==> config.mk <==
export PLATFORM = sky130hd
export DESIGN_NAME = pipeline_hazard_ctrl
export DESIGN_NICKNAME = d
export VERILOG_FILES = /design/src/rtl/pipeline_hazard_ctrl.sv
export SDC_FILE = /design/constraint.sdc
export NUM_CORES = 1
export LEC_CHECK = 0
export ABC_AREA = 1
export CORE_MARGIN = 2
export CORE_UTILIZATION = 40
export CTS_CLUSTER_SIZE = 12
export DETAILED_ROUTE_END_ITERATION = 10
export GPL_ROUTABILITY_DRIVEN = 0
export PLACE_DENSITY = 0.77
export SLEW_MARGIN = 20
export SYNTH_ARGS = -nofsm -noshare
export SYNTH_HDL_FRONTEND = slang
export SYNTH_SLANG_ARGS = --single-unit
==> constraint.sdc <==
create_clock -name clk -period 2 [get_ports clk]
set_input_delay 0.3 -clock clk [delete_from_list [all_inputs] [get_ports clk]]
set_output_delay 0.3 -clock clk [all_outputs]
set_load 0.01 [all_outputs]
==> src/rtl/pipeline_hazard_ctrl.sv <==
// pipeline_hazard_ctrl
// Drives the write enables and flushes of the IF/ID, ID/RR, RR/EX and EX/MEM
// pipeline registers plus the PC write enable. It handles four jobs:
//   - memory-busy freezes of the whole pipeline
//   - squashing the wrong path on an EX redirect
//   - load-use bubbles
//   - sequencing LM/SM into one micro-op per cycle
// All outputs are Mealy so the stage registers act on them at the same edge.
module pipeline_hazard_ctrl (
    input  logic        clk,
    input  logic        rst,
    input  logic        mem_busy,
    input  logic        ex_redirect,
    input  logic        ex_valid,
    input  logic        ex_memread,
    input  logic [2:0]  ex_dest,
    input  logic        rr_valid,
    input  logic [2:0]  rr_ra,
    input  logic [2:0]  rr_rb,
    input  logic        rr_uses_ra,
    input  logic        rr_uses_rb,
    input  logic        rr_is_lmsm,
    input  logic        rr_is_sm,
    input  logic [7:0]  rr_lmsm_mask,
    output logic        pc_write,
    output logic        if_id_write,
    output logic        id_rr_write,
    output logic        rr_ex_write,
    output logic        ex_mem_write,
    output logic        if_flush,
    output logic        id_flush,
    output logic        rr_flush,
    output logic [2:0]  lmsm_reg,
    output logic [2:0]  lmsm_ord,
    output logic        lmsm_active,
    output logic [15:0] stall_count
);

    typedef enum logic [0:0] {
        IDLE = 1'b0,
        SEQ  = 1'b1
    } state_t;

    state_t      state_q, state_d;
    logic [7:0]  mask_q, mask_d;
    logic [2:0]  ord_q, ord_d;
    logic [15:0] stall_q;
    logic        count_stall;

    logic [2:0]  seq_reg;
    logic [7:0]  seq_rem;
    logic [2:0]  idle_reg;
    logic [7:0]  idle_rem;
    logic        hazard;

    // Index of the lowest set bit; 0 for an empty mask.
    function automatic logic [2:0] lowest_bit(input logic [7:0] m);
        logic [2:0] idx;
        idx = 3'd0;
        for (int k = 7; k >= 0; k--) begin
            if (m[k]) begin
                idx = 3'(k);
            end
        end
        return idx;
    endfunction

    // Lowest-bit picks for the pending SEQ mask and a new LM/SM in RR,
    // plus the load-use check against every register RR actually reads.
    always_comb begin
        seq_reg  = lowest_bit(mask_q);
        seq_rem  = mask_q & (mask_q - 8'd1);
        idle_reg = lowest_bit(rr_lmsm_mask);
        idle_rem = rr_lmsm_mask & (rr_lmsm_mask - 8'd1);
        hazard   = ex_valid & ex_memread &
                   ((rr_uses_ra & (rr_ra == ex_dest)) |
                    (rr_uses_rb & (rr_rb == ex_dest)) |
                    ((state_q == SEQ) & rr_is_sm & (seq_reg == ex_dest)));
    end

    // Next state and enables, with events resolved in strict priority order:
    // reset, mem_busy, redirect, load-use, then LM/SM handling.
    always_comb begin
        state_d      = state_q;
        mask_d       = mask_q;
        ord_d        = ord_q;
        count_stall  = 1'b0;
        pc_write     = 1'b1;
        if_id_write  = 1'b1;
        id_rr_write  = 1'b1;
        rr_ex_write  = 1'b1;
        ex_mem_write = 1'b1;
        if_flush     = 1'b0;
        id_flush     = 1'b0;
        rr_flush     = 1'b0;
        lmsm_reg     = 3'd0;
        lmsm_ord     = 3'd0;
        lmsm_active  = 1'b0;

        if (state_q == SEQ) begin
            lmsm_reg    = seq_reg;
            lmsm_ord    = ord_q;
            lmsm_active = 1'b1;
        end

        if (!rst) begin
            pc_write     = 1'b0;
            if_id_write  = 1'b0;
            id_rr_write  = 1'b0;
            rr_ex_write  = 1'b0;
            ex_mem_write = 1'b0;
            lmsm_reg     = 3'd0;
            lmsm_ord     = 3'd0;
            lmsm_active  = 1'b0;
        end else if (mem_busy) begin
            pc_write     = 1'b0;
            if_id_write  = 1'b0;
            id_rr_write  = 1'b0;
            rr_ex_write  = 1'b0;
            ex_mem_write = 1'b0;
        end else if (ex_redirect) begin
            if_flush = 1'b1;
            id_flush = 1'b1;
            rr_flush = 1'b1;
            state_d  = IDLE;
            mask_d   = 8'd0;
            ord_d    = 3'd0;
        end else if (hazard) begin
            pc_write    = 1'b0;
            if_id_write = 1'b0;
            id_rr_write = 1'b0;
            rr_flush    = 1'b1;
            count_stall = 1'b1;
        end else if (state_q == IDLE) begin
            if (rr_valid && rr_is_lmsm) begin
                if (rr_lmsm_mask == 8'd0) begin
                    rr_flush = 1'b1;
                end else begin
                    lmsm_reg = idle_reg;
                    lmsm_ord = 3'd0;
                    if (idle_rem != 8'd0) begin
                        pc_write    = 1'b0;
                        if_id_write = 1'b0;
                        id_rr_write = 1'b0;
                        state_d     = SEQ;
                        mask_d      = idle_rem;
                        ord_d       = 3'd1;
                        count_stall = 1'b1;
                    end
                end
            end
        end else begin
            mask_d = seq_rem;
            ord_d  = ord_q + 3'd1;
            if (seq_rem != 8'd0) begin
                pc_write    = 1'b0;
                if_id_write = 1'b0;
                id_rr_write = 1'b0;
                count_stall = 1'b1;
            end else begin
                state_d = IDLE;
                ord_d   = 3'd0;
            end
        end
    end

    // Sequencer state and the saturating stall counter.
    always_ff @(posedge clk or negedge rst) begin
        if (!rst) begin
            state_q <= IDLE;
            mask_q  <= 8'd0;
            ord_q   <= 3'd0;
            stall_q <= 16'd0;
        end else begin
            state_q <= state_d;
            mask_q  <= mask_d;
            ord_q   <= ord_d;
            if (count_stall && (stall_q != 16'hFFFF)) begin
                stall_q <= stall_q + 16'd1;
            end
        end
    end

    assign stall_count = stall_q;

endmodule

After elaboration in Yosys (flattened, before gate mapping) --
Index checks and enable logic that the tools add are counted.
Storage, ports and cells: register bits 28, input bits 28, logic and storage cells 113
Operators by class: $add $sub $neg 4, eq/ne operators 6, muxes and demuxes 79, bitwise logic cells 11, reductions and logical operators 9
Operators with widths (count):
- 3-bit two-way mux | 39
- 8-bit two-way mux | 6
- 1-bit two-way mux | 34
- 16-bit by 1-bit adder with 16-bit output (second input constant) | 1
- 8-bit bitwise AND | 2
- 16-bit inequality test (second input constant) | 1
- 8-bit nonzero test | 2
- 8-bit by 1-bit subtractor with 8-bit output (second input constant) | 2
- 3-bit equality test | 3
- 8-bit logical NOT | 1
- 1-bit bitwise AND | 6
- 6-bit AND reduction | 1
- 3-bit nonzero test | 2
- 3-bit by 1-bit adder with 3-bit output (second input constant) | 1
- 3-bit inequality test (second input constant) | 1
- 3-bit AND reduction | 1
- 1-bit logical AND | 2
- 2-bit inequality test (second input constant) | 1
- 1-bit OR | 2
- 1-bit NOT | 1

Depth between registers and ports, before layout --
depth after elaboration 17, mapped depth 17

Least setup slack after synthesis --
OpenSTA, ideal clock, no wires.
path type flip-flop to output port, start register mask_q[3], end output if_id_write, arrival 1.656 ns, required time 1.700 ns, slack 0.044 ns, cell stages (with the launch flop) 11, path buffers 1, cell sequence dfrtp_1 -> nor2_1 -> nand3_1 -> o21ai_1 -> nand4_1 -> nand2_1 -> nand2_1 -> nand2_2 -> inv_1 -> nor2_1 -> buf_4
Between the ends: longest elaborated chain between the ends 12, elaborated cells between the ends (all ways) 17
Ends and longest elaborated chain:
- start: declaration | RTL line 45 | logic [7:0] mask_q, mask_d;
- start signal: assignment | RTL line 176 | mask_q <= mask_d;
- parallel branches: the longest is 8 deep, another holds 8-bit by 1-bit subtractor with 8-bit output
- 1-bit two-way mux * (4 in series)
- end: declaration | RTL line 26 | output logic if_id_write,
Every way passes the cells marked *.

Final worst setup path --
start register mask_q[5], end output if_id_write
Between the ends: longest elaborated chain between the ends 14, elaborated cells between the ends (all ways) 19
Ends and longest elaborated chain:
- 3-bit two-way mux (6 in series) | RTL line 61 | if (m[k]) begin
- 3-bit equality test | RTL line 78 | ((state_q == SEQ) & rr_is_sm & (seq_reg == ex_dest)));
- 1-bit bitwise AND | RTL line 78
- 1-bit OR | RTL line 77 | (rr_uses_rb & (rr_rb == ex_dest)) |
- 1-bit bitwise AND | RTL line 75 | hazard = ex_valid & ex_memread &
- 1-bit two-way mux * | RTL line 128 | end else if (hazard) begin
- 1-bit two-way mux * | RTL line 121 | end else if (ex_redirect) begin
- 1-bit two-way mux * | RTL line 115 | end else if (mem_busy) begin
- 1-bit two-way mux * | RTL line 106 | if (!rst) begin
Mark *: on every way between the ends. The rest lies on a longest branch, timed or not.

==> results_dict.tcl <==
set metrics [dict create \
    status "complete, but fails checks" \
    violations "negative setup slack" \
    avgViaCountPerCell 5.02 \
    via_count 2621 \
    grt_pass1_wl_mm 11.3 \
    grt_max_degree 18 \
    fmax_ghz 0.446 \
    cp-end-kind "primary output" \
    synth_compound_area_share_pct 8.78 \
    cts.sinks 27 \
    required_ns 1.70 \
    port_buffers 58 \
    rows 27 \
    synthMuxAreaShare_pct 0 \
    peakVddDrop_mv 0.382 \
    slew-limit-headroom_pct 76.2 \
    chipHeight_um 78.5 \
    initial_core_util_pct 40.9 \
    ant_nets 0 \
    firstDrtPassIters 4 \
    antenna_cells 0 \
    worst-path-max-fanout 4 \
    power_per_cell_area_mw_per_mm2 532 \
    cts_hold_buf 0 \
    finalSetupViolCount 33 \
    pre_cts_slack_ns -0.756 \
    fin_skew_ns 0.00563 \
    grt.overflow.total 0 \
    syn_nets 358 \
    min_period_ns 2.24 \
    layout_setup_ws_ns -0.240 \
    slew_viol_final 0 \
    clock_path_buffers 2 \
    hold_violations 0 \
    drt_iter0_drc 151 \
    fin_crit_sh_pct 112 \
    synth.avg_cell_area_um2 6.77 \
    core-area_mm2 0.00544 \
    multiInputGateArea_mm2 0.00140 \
    synth-main-ff-cell "dfrtp_1" \
    fin_util_pct 65.7 \
    netlist_area_mm2 0.00222 \
    synth-xor-area-share_pct 6.31 \
    tns_ns -5.07 \
    synth-edff-count 0 \
    synth_fa_ha_area_share_pct 1.13 \
    die_width_um 78.5 \
    synth_seq_cells 27 \
    ys_seq_area_share_pct 30.4 \
    yosys_warnings 0 \
    grt_pass1_vias 2553 \
    synth_top_family_by_area "simple AND/OR/NAND/NOR gates" \
    grt_usage_pct 22.1 \
    antenna_found_initial 0 \
    cts.htree.levels 1 \
    yosysUniqueCellTypes 35 \
    synthSimpleGateAreaFrac_pct 42.0 \
    maxCapViolations 0 \
    nets 481 \
    clk_pin_slew_ns 0.09 \
    dieArea_mm2 0.00617 \
    drc 0 \
    drive_gt1_share_pct 29.8 \
    routedWlPerCell_um 13.1 \
    synthArstFlopShare_pct 100 \
    design_area_mm2 0.00357 \
    power_leakage_uw 0.00185 \
    placed_cell_area_mm2 0.00329 \
    min_path_type "input port to async pin" \
    io_pins 59 \
    tightest_slew_ns 0.354 \
    root_buffer "clkbuf_8" \
    cts_buffers 3 \
    wl_mm 6.82 \
    critPathLaunchType "flip-flop" \
    tritoncts "yes" \
    fill_cells 445 \
    netlist_instances 328 \
    syn2layout_area_growth_pct 60.9 \
    hpwlAfterDp_mm 4.94 \
    r2r_slack_ns -0.17 \
    register_area_um2 677 \
    critPathKind "flip-flop to primary output" \
    clk_latency_ns 0.27 \
    rsz0062_at_grt "true" \
    cp.arrival_ns 1.94 \
]
cell type report:
class                      instances  share of cell area (%)
multi-input combinational        244                    39.2
tap                               72                    2.52
sequential                        27                    18.9
timing repair buffer             129                    33.3
clock buffer                       4                    1.26
inverter                          46                    4.83
synthesized netlist by cell type, types with 2 or more instances:
cell type	count	area share [%]
nand2_1	90	15
inv_1	41	6.9
nor2_1	33	5.6
dfrtp_1	27	30
nand4_1	19	5.3
nand2_2	16	4.5
nand3_1	15	3.4
o21ai_1	12	2.7
xor2_1	9	3.5
o22ai_1	8	2.3
xnor2_1	7	2.8
a21oi_1	5	1.1
inv_2	5	0.84
buf_4	4	1.4
clkbuf_1	4	0.68
o21ai_0	4	0.90
buf_2	3	0.68
nand3b_1	3	1.0
ha_1	2	1.1
nand2_4	2	1.0
nand3_4	2	1.6
nor2_2	2	0.56
nor3_1	2	0.45
nor4_1	2	0.56
cells by family (layout without fill, tap and decap cells):
logic type / after synthesis / after routing
and+or+nand+nor: 191 / 192
DFF: 27 / 27
buffers and inverters: 58 / 179
adders and majority gates: 2 / 2
xor gates and xnor gates: 16 / 16
AOI/OAI and AO/OA: 34 / 34
per-layer routing:
metal  global-route usage (%)  part of all wire, %  vias to the layer above
met5                        0                    0                        -
met4                     3.68                 0.87                        0
met3                     2.18                  3.9                       10
met2                     41.4                   53                       74
met1                     27.6                   42                     1230
li1                         -                    -                     1307
through the flow:
step	cells	power, µW	hold WS (ns)
3_3_place_gp	505	1440	0.506
2_1_floorplan	328	1020	0.00441
4_1_cts	521	1870	0.152
6_report	522	1900	0.155
5_1_grt	522	2020	0.166
3_5_place_dp	505	1460	0.522
power by group:
part / internal, µW / leakage (µW) / switching, µW / total (µW)
clock: 142 / 0.0000228 / 159 / 302
combinational: 491 / 0.00146 / 449 / 940
sequential: 598 / 0.000367 / 62.6 / 661
total: 1230 / 0.00185 / 671 / 1900
path summary, 6_finish.rpt:
kind / depth (start not counted) / end / start
max: 16 / if_id_write / mask_q[5]
min: 2 / stall_count[13] / rst
max reg2reg: 18 / stall_count[8] / mask_q[2]
min reg2reg: 2 / stall_count[9] / stall_count[9]
max in group asynchronous: 2 / mask_q[3] / rst
min in group clk: 4 / mask_q[1] / rr_lmsm_mask[0]
critical path: stages, from the launching register on:
cell and delay, ns:
dfrtp_1 0.42, buf_6 0.13, inv_2 0.03, nand2_1 0.04, nand2_1 0.06, nand2_1 0.06
nand2_2 0.08, nand2_2 0.08, nand2_2 0.07, nand2_2 0.05, nand2_2 0.08, nand2_4 0.06
buf_6 0.12, nand3_4 0.06, nand2_4 0.06, nor2_4 0.13, buf_6 0.12
repair_timing:
action / CTS / global route
cloned: 2 / 0
resized for setup: 58 / 19
pin swaps: 21 / 12
buffers inserted: 10 / 1
endpoints found under the setup margin: 37 / 37
registers in the layout, summed over array words and instances, names as in the netlist:
name and flops:
stall_count 16, state_q 1, mask_q 7, ord_q 3
cells in the final DEF (no fill, tap or decap), types with 5 or more instances in the layout:
cell and n:
a21oi_1 5, buf_4 61, buf_6 9, clkdlybuf4s50_1 42, dfrtp_1 26, dlymetal6s2s_1 6, inv_1 38, inv_2 8
nand2_1 81, nand2_2 22, nand3_1 14, nand4_1 19, nor2_1 28, o21ai_1 12, o22ai_1 8, xnor2_1 7
xor2_1 9
No activity file was read; power rests on OpenSTA's default activity.
